$ cat src/rtl/siso_tx_ctrl.sv
// Parallel-to-serial frame transmitter with selectable bit order,
// abort and a programmable inter-frame idle gap.
module siso_tx_ctrl #(
  parameter int WIDTH      = 8,
  parameter int GAP_CYCLES = 1
) (
  input  logic             clk,
  input  logic             reset_n,
  input  logic             din_valid,
  input  logic [WIDTH-1:0] din,
  input  logic             msb_first,
  input  logic             abort,
  output logic             din_ready,
  output logic             sdo,
  output logic             sdo_valid,
  output logic             done,
  output logic             busy
);

  localparam int CW = $clog2(WIDTH + 1);
  localparam logic [CW-1:0] LAST = CW'(WIDTH);
  localparam logic [3:0] GAP_LD =
    4'(GAP_CYCLES > 0 ? GAP_CYCLES - 1 : 0);

  typedef enum logic [1:0] {
    IDLE,
    SHIFT,
    GAP
  } state_t;

  state_t           state;
  logic [WIDTH-1:0] sh;
  logic [CW-1:0]    cnt;
  logic [3:0]       gcnt;
  logic             msb_q;
  logic             accept;

  // din_ready is a register, so accept never loops back into it
  assign accept = (state == IDLE) && din_ready && din_valid;

  always_ff @(posedge clk or negedge reset_n) begin
    if (!reset_n) begin
      state     <= IDLE;
      sh        <= '0;
      cnt       <= '0;
      gcnt      <= '0;
      msb_q     <= 1'b0;
      din_ready <= 1'b0;
      sdo       <= 1'b0;
      sdo_valid <= 1'b0;
      done      <= 1'b0;
      busy      <= 1'b0;
    end else begin
      unique case (state)
        IDLE: begin
          din_ready <= 1'b1;
          if (accept) begin
            state     <= SHIFT;
            msb_q     <= msb_first;
            sdo       <= msb_first ? din[WIDTH-1] : din[0];
            sh        <= msb_first ? din << 1 : din >> 1;
            cnt       <= CW'(1);
            sdo_valid <= 1'b1;
            done      <= 1'b0;
            busy      <= 1'b1;
            din_ready <= 1'b0;
          end
        end
        SHIFT: begin
          if (abort) begin
            state     <= IDLE;
            sh        <= '0;
            cnt       <= '0;
            sdo       <= 1'b0;
            sdo_valid <= 1'b0;
            done      <= 1'b0;
            busy      <= 1'b0;
            din_ready <= 1'b1;
          end else if (cnt == LAST) begin
            cnt       <= '0;
            sdo       <= 1'b0;
            sdo_valid <= 1'b0;
            done      <= 1'b0;
            if (GAP_CYCLES == 0) begin
              state     <= IDLE;
              busy      <= 1'b0;
              din_ready <= 1'b1;
            end else begin
              state <= GAP;
              gcnt  <= GAP_LD;
            end
          end else begin
            sdo  <= msb_q ? sh[WIDTH-1] : sh[0];
            sh   <= msb_q ? sh << 1 : sh >> 1;
            cnt  <= cnt + 1'b1;
            done <= (cnt + 1'b1) == LAST;
          end
        end
        GAP: begin
          if (gcnt == 4'd0) begin
            state     <= IDLE;
            busy      <= 1'b0;
            din_ready <= 1'b1;
          end else begin
            gcnt <= gcnt - 1'b1;
          end
        end
        default: state <= IDLE;
      endcase
    end
  end

endmodule
$ cat config.mk
export PLATFORM = sky130hd
export DESIGN_NAME = siso_tx_ctrl
export DESIGN_NICKNAME = d
export VERILOG_FILES = /design/src/rtl/siso_tx_ctrl.sv
export SDC_FILE = /design/constraint.sdc
export NUM_CORES = 1
export LEC_CHECK = 0
export BUFFER_PORTS_ARGS = -buffer_cell sky130_fd_sc_hd__buf_2
export CORE_ASPECT_RATIO = 0.6
export CORE_MARGIN = 2
export CORE_UTILIZATION = 58
export CTS_BUF_LIST = sky130_fd_sc_hd__clkbuf_16
export CTS_CLUSTER_DIAMETER = 60
export DETAILED_ROUTE_END_ITERATION = 6
export PLACE_DENSITY_LB_ADDON = 0.3
export SETUP_SLACK_MARGIN = 0.05
export SLEW_MARGIN = 20
export SYNTH_ARGS = -nofsm -noshare
export SYNTH_HDL_FRONTEND = slang
export SYNTH_SLANG_ARGS = --single-unit
$ cat constraint.sdc
create_clock -name clk -period 2 [get_ports clk]
set_clock_uncertainty 0.2 [all_clocks]
set_input_delay 0.4 -clock clk [delete_from_list [all_inputs] [get_ports clk]]
set_output_delay 0.4 -clock clk [all_outputs]
set_load 0.01 [all_outputs]
# Word-level counts from Yosys, hierarchy flattened
# Index checks and enable logic that the tools add are counted.
# W data, S select, Z words.
[word_totals]
output_inout_bits = 5
inputBits = 13
elab_cells = 79
regBits = 24
[classes]
n_eq_ne = 12
reduce_logical = 15
n_mux = 40
n_addsub = 2
[op_table]
columns = ["op", "count"]
rows = [
  ["$mux W8", 5],
  ["$mux W4", 6],
  ["$mux W1", 16],
  ["$pmux W4 S2", 2],
  ["$pmux W8 S2", 1],
  ["$ne A2 B2 Y1 const B", 6],
  ["$reduce_and A3 Y1", 4],
  ["$eq A4 B4 Y1 const B", 2],
  ["$mux W2", 4],
  ["$reduce_and A4 Y1", 2],
  ["$ne A3 B3 Y1 const B", 2],
  ["$pmux W1 S2", 3],
  ["$pmux W1 S3", 2],
  ["$pmux W2 S3", 1],
  ["$add A4 B1 Y4 const B", 1],
  ["$logic_not A4 Y1", 1],
  ["$reduce_and A2 Y1", 2],
  ["$reduce_bool A2 Y1", 2],
  ["$sub A4 B1 Y4 const B", 1],
  ["$reduce_bool A3 Y1", 1],
  ["$eq A2 B1 Y1 const B", 1],
  ["$eq A2 B2 Y1 const B", 1],
  ["$logic_and A1 B1 Y1", 2],
  ["$logic_not A2 Y1", 1],
]

# Longest topological paths before layout
[logic_depth]
ltp_word = 5
depth_mapped = 8
ltp_nobuf = 6

# Worst setup path after synthesis
# No wires, ideal clock.
[synth_path]
kind = "reg2reg"
startpoint = "register state[0]"
endpoint = "register done"
arrival_time_ps = 1480
path_slack_ps = 199
stages_incl_launch_ff = 7
n_path_buf = 1
period_less_slack_ps = 1801
cell_sequence = "dfrtp_1 inv_1 ha_1 and2b_4 or2_4 buf_6 a41o_1"
[synth_via]
elab_chain_len = 5
word_cells_on_any_way = 8
[synth_rtl]
columns = ["item", "line_no", "text"]
rows = [
  ["start: declaration", "31", "state_t state;"],
  ["start signal: assignment", "43", "state <= IDLE;"],
  ["start signal: assignment", "58", "state <= SHIFT;"],
  ["start signal: assignment", "71", "state <= IDLE;"],
  ["$logic_not A2 Y1", "39, 54", ""],
  ["$logic_and A1 B1 Y1 (2 in series)", "39", "assign accept = (state == IDLE) && din_ready && din_valid;"],
  ["$ne A2 B2 Y1 (no source line)", "n/a", ""],
  ["$reduce_and A2 Y1 (no source line)", "n/a", ""],
  ["end signal: assignment", "51", "done <= 1'b0;"],
  ["end signal: assignment", "64", "done <= 1'b0;"],
  ["end signal: assignment", "76", "done <= 1'b0;"],
  ["end: declaration", "16", "output logic done,"],
]
# Parallel ways exist; a longest one is shown, timed or not.
# A chain may end at the register's enable or synchronous reset.

# Worst setup path after layout
[layout_path]
startpoint = "register state[1]"
endpoint = "register cnt[2]"
[layout_via]
elab_chain_len = 5
word_cells_on_any_way = 8
[layout_rtl]
columns = ["item", "line_no", "text"]
rows = [
  ["$logic_not A2 Y1", "39, 54", ""],
  ["$logic_and A1 B1 Y1 (2 in series)", "39", ""],
  ["$ne A2 B2 Y1 (no source line)", "n/a", ""],
  ["$reduce_and A2 Y1 (no source line)", "n/a", ""],
  ["end signal: assignment", "95", "cnt <= cnt + 1'b1;"],
  ["end: declaration", "33", "logic [CW-1:0] cnt;"],
]
# Parallel ways exist; a longest one is shown, timed or not.

==> metrics <==
reg2reg end cnt[2]; hpwl dp 2640 um; critical hold path startpoint din[1]; xor/xnor cell area share of the yosys netlist 0.0108; Cell Int Power 1.68 mW; cell with the most instances after synthesis dfrtp_1; setup TNS 0 ps; Sink Count 24; CTS Buf Count 3; clock slew seen by the registers of the worst setup and hold paths 60 ps; P&R area growth vs syn 18.9%; fillers between 150 and 200; synthesized-area fraction occupied by adder cells 0.0695; post-synthesis sequential area ratio 0.371; Synth Area in Simple Gates 0.169; hold slack 290 ps; design area 1930 um2; area share of the largest cell type after synthesis 0.371; Final Net Count 201; diode count 0; WL per Instance 19.6 um; die height 44.9 um; Tot Pwr 2.83 mW; CTS tree yes; ratio of cells with drive above 1 in the final layout 0.316; total grt overflow 0; port bufs 17; FFs w/ async S/R, synth 1.00; vias in the first global route 1,229; Hold Fails Final Rpt 0; largest family of logic cells by synthesized area compound AO/OA/AOI/OAI gates; fin crit period approximately 1900 ps; Rel. slew slack 0.627; vias roughly 1.3k; Overall Global Routing Usage 0.260; RR Startpoint state[1]; required time worst endpoint 1990 ps; Die Wd 72.2 um; sequential power share 0.299; RSZ-0062 raised after global routing true; initial antenna violation count 0; Max clock buf depth 2; Switch Pwr 1.15 mW; power per cell area roughly 1500 nW/um2; status finished clean; synth unique cells 48; Total Wirelength 4100 um; Synth Area in Compound Gates 0.198; DIE AREA 3250 um2; max cap viols 0; Synth Net Count 174; Setup CP Type reg2reg; post-route ant nets 0; core area 2570 um2; Min-Delay Path Class in2reg; Cell Rows 14; YS warnings 0; mean post-synth cell area 10.7 um2; achievable frequency 516 MHz; Initial Utilization 0.629; Final setup viols 0; FF+latch area 602 um2; main area contributors after synthesis dfrtp_1 (37%), mux2i_1 (9.9%), ha_1 (6.9%); Hold Path Cell Cnt 3; RePlAce Congestion 0.802; WP data arrival 1930 ps; combinational share of power 0.551; largest net degree at the start of global routing 25; dominant cell type by area after synthesis dfrtp_1; synthesized area 1620 um2; Max FO, Critical Path 5; post-synthesis register bit count 24; Crit. End Element flop; Max VDD drop 0.00101 V; final slew viol count 0; DRT Pass-1 Iters 4; IO Count 18; Clock Tree Root clkbuf_16; number of cells on the worst reg-to-reg path 7; footprint of the multi-input gates 982 um2; worst hold endpoint sh[0]; Placed Area between 1500 and 2000 um2; Final Cycle Share 0.970; DRC 0; most common library cells after synthesis dfrtp_1 (24), mux2i_1 (16), nand2_1 (13), o21ai_0 (11); reg2reg setup slack 60 ps; mux cell area share after synthesis 0.129; Clk Latency, worst-skew pair between 200 and 300 ps; Clk pwr share 0.150; Syn Inst Count 152; Top FF cell, synth dfrtp_1; global-route wire length before repair 6260 um; H-tree Lvls 1; CP Launch Type flop; Leakage 0.926 nW; Least-Margin Pin Slew approximately 560 ps; initial DRC count about 160; drt via density 6.38; Sw Share 0.406; Post-synth EDFFs 0
logic make-up after synthesis:
| family | Yosys count |
|---|---|
| flip-flops | 24 |
| adder cells (fa/ha/maj) | 9 |
| AO/OA/AOI/OAI | 38 |
| multiplexers | 20 |
| AND/OR/NAND/NOR | 43 |
| XOR/XNOR | 2 |
| buffers and inverters | 16 |
state kept, by name (all words and copies together) (netlist names):
| name | cells |
|---|---|
| din_ready | 1 |
| sh | 8 |
| sdo_valid | 1 |
| done | 1 |
| gcnt | 4 |
| sdo | 1 |
| msb_q | 1 |
| state | 2 |
| busy | 1 |
| cnt | 4 |
critical path, stage by stage (launching register included):
cell and delay, ps:
dfrtp_1 400, inv_1 170, ha_4 200, nor2b_4 180, buf_4 130, nand2_1 140, nor3b_1 290, a22o_1 170
final cells by class:
cell class / instances / area share
Clock buffer: 3 / 0.0390
Inverter: 9 / 0.0175
Multi-Input combinational cell: 112 / 0.510
Sequential cell: 24 / 0.312
Tap cell: 32 / 0.0208
Timing Repair Buffer: 29 / 0.101
power by group through the flow:
stage | Sequential (mW) | Clock [mW] | Combinational (mW)
final | 0.848 | 0.424 | 1.56
after global routing | 0.865 | 0.444 | 1.70
after CTS | 0.833 | 0.429 | 1.34
after detailed placement | 0.839 | 0 | 1.30
after global placement | 0.818 | 0 | 1.23
after floorplan | 0.781 | 0 | 1.06
through the flow:
stage,utilization,instances,setup WS (ps)
2_1_floorplan,-,152,199
4_1_cts,0.710,204,71.4
3_3_place_gp,0.675,200,131
3_5_place_dp,0.675,200,46.9
6_report,0.748,209,60.2
5_1_grt,0.748,209,-32.3
placed cells by master (no fill, tap or decap), types with 2 or more instances in the layout:
cell type | netlist | routed
a21oi_1 | 3 | 3
nand3_1 | 2 | 2
a211o_1 | 2 | 2
ha_2 | 0 | 2
dfrtp_1 | 24 | 23
buf_4 | 2 | 9
nor2b_4 | 1 | 2
nor3b_1 | 2 | 2
o22a_1 | 6 | 6
o21ai_2 | 2 | 2
nor2_1 | 8 | 7
a22o_1 | 3 | 3
clkbuf_16 | 0 | 3
buf_2 | 2 | 17
mux2_1 | 2 | 2
ha_4 | 0 | 2
o21ai_0 | 11 | 11
mux2i_1 | 16 | 16
and3_1 | 2 | 2
nand2b_1 | 3 | 3
nand2_1 | 13 | 13
ha_1 | 9 | 5
inv_1 | 9 | 8
timing repair:
item / 4_1_cts / 5_1_grt
endpoints found under the setup margin: 4 / 16
pin swaps: 0 / 3
hold buffers: 1 / 0
gates resized for setup: 2 / 11
hold endpoints to repair: 24 / 0
buffers inserted: 0 / 5
how the worst max path moves through the flow:
stage / startpoint / endpoint / slack, ps
floorplan: state[0] / done / 200
global placement: state[0] / cnt[3] / 130
detailed placement: state[0] / cnt[3] / 50
CTS: state[1] / sh[0] / 70
global route: gcnt[0] / din_ready / -30
finish: state[1] / cnt[2] / 60
layer usage:
metal | track usage | routed length, um | up-vias
li1 | - | - | 606
met1 | 0.343 | 1790 | 666
met2 | 0.457 | 2010 | 53
met3 | 0.0580 | 216 | 8
met4 | 0.0415 | 82 | 0
met5 | 0 | 0 | -
Note: power is estimated with default switching activity, not from simulation.
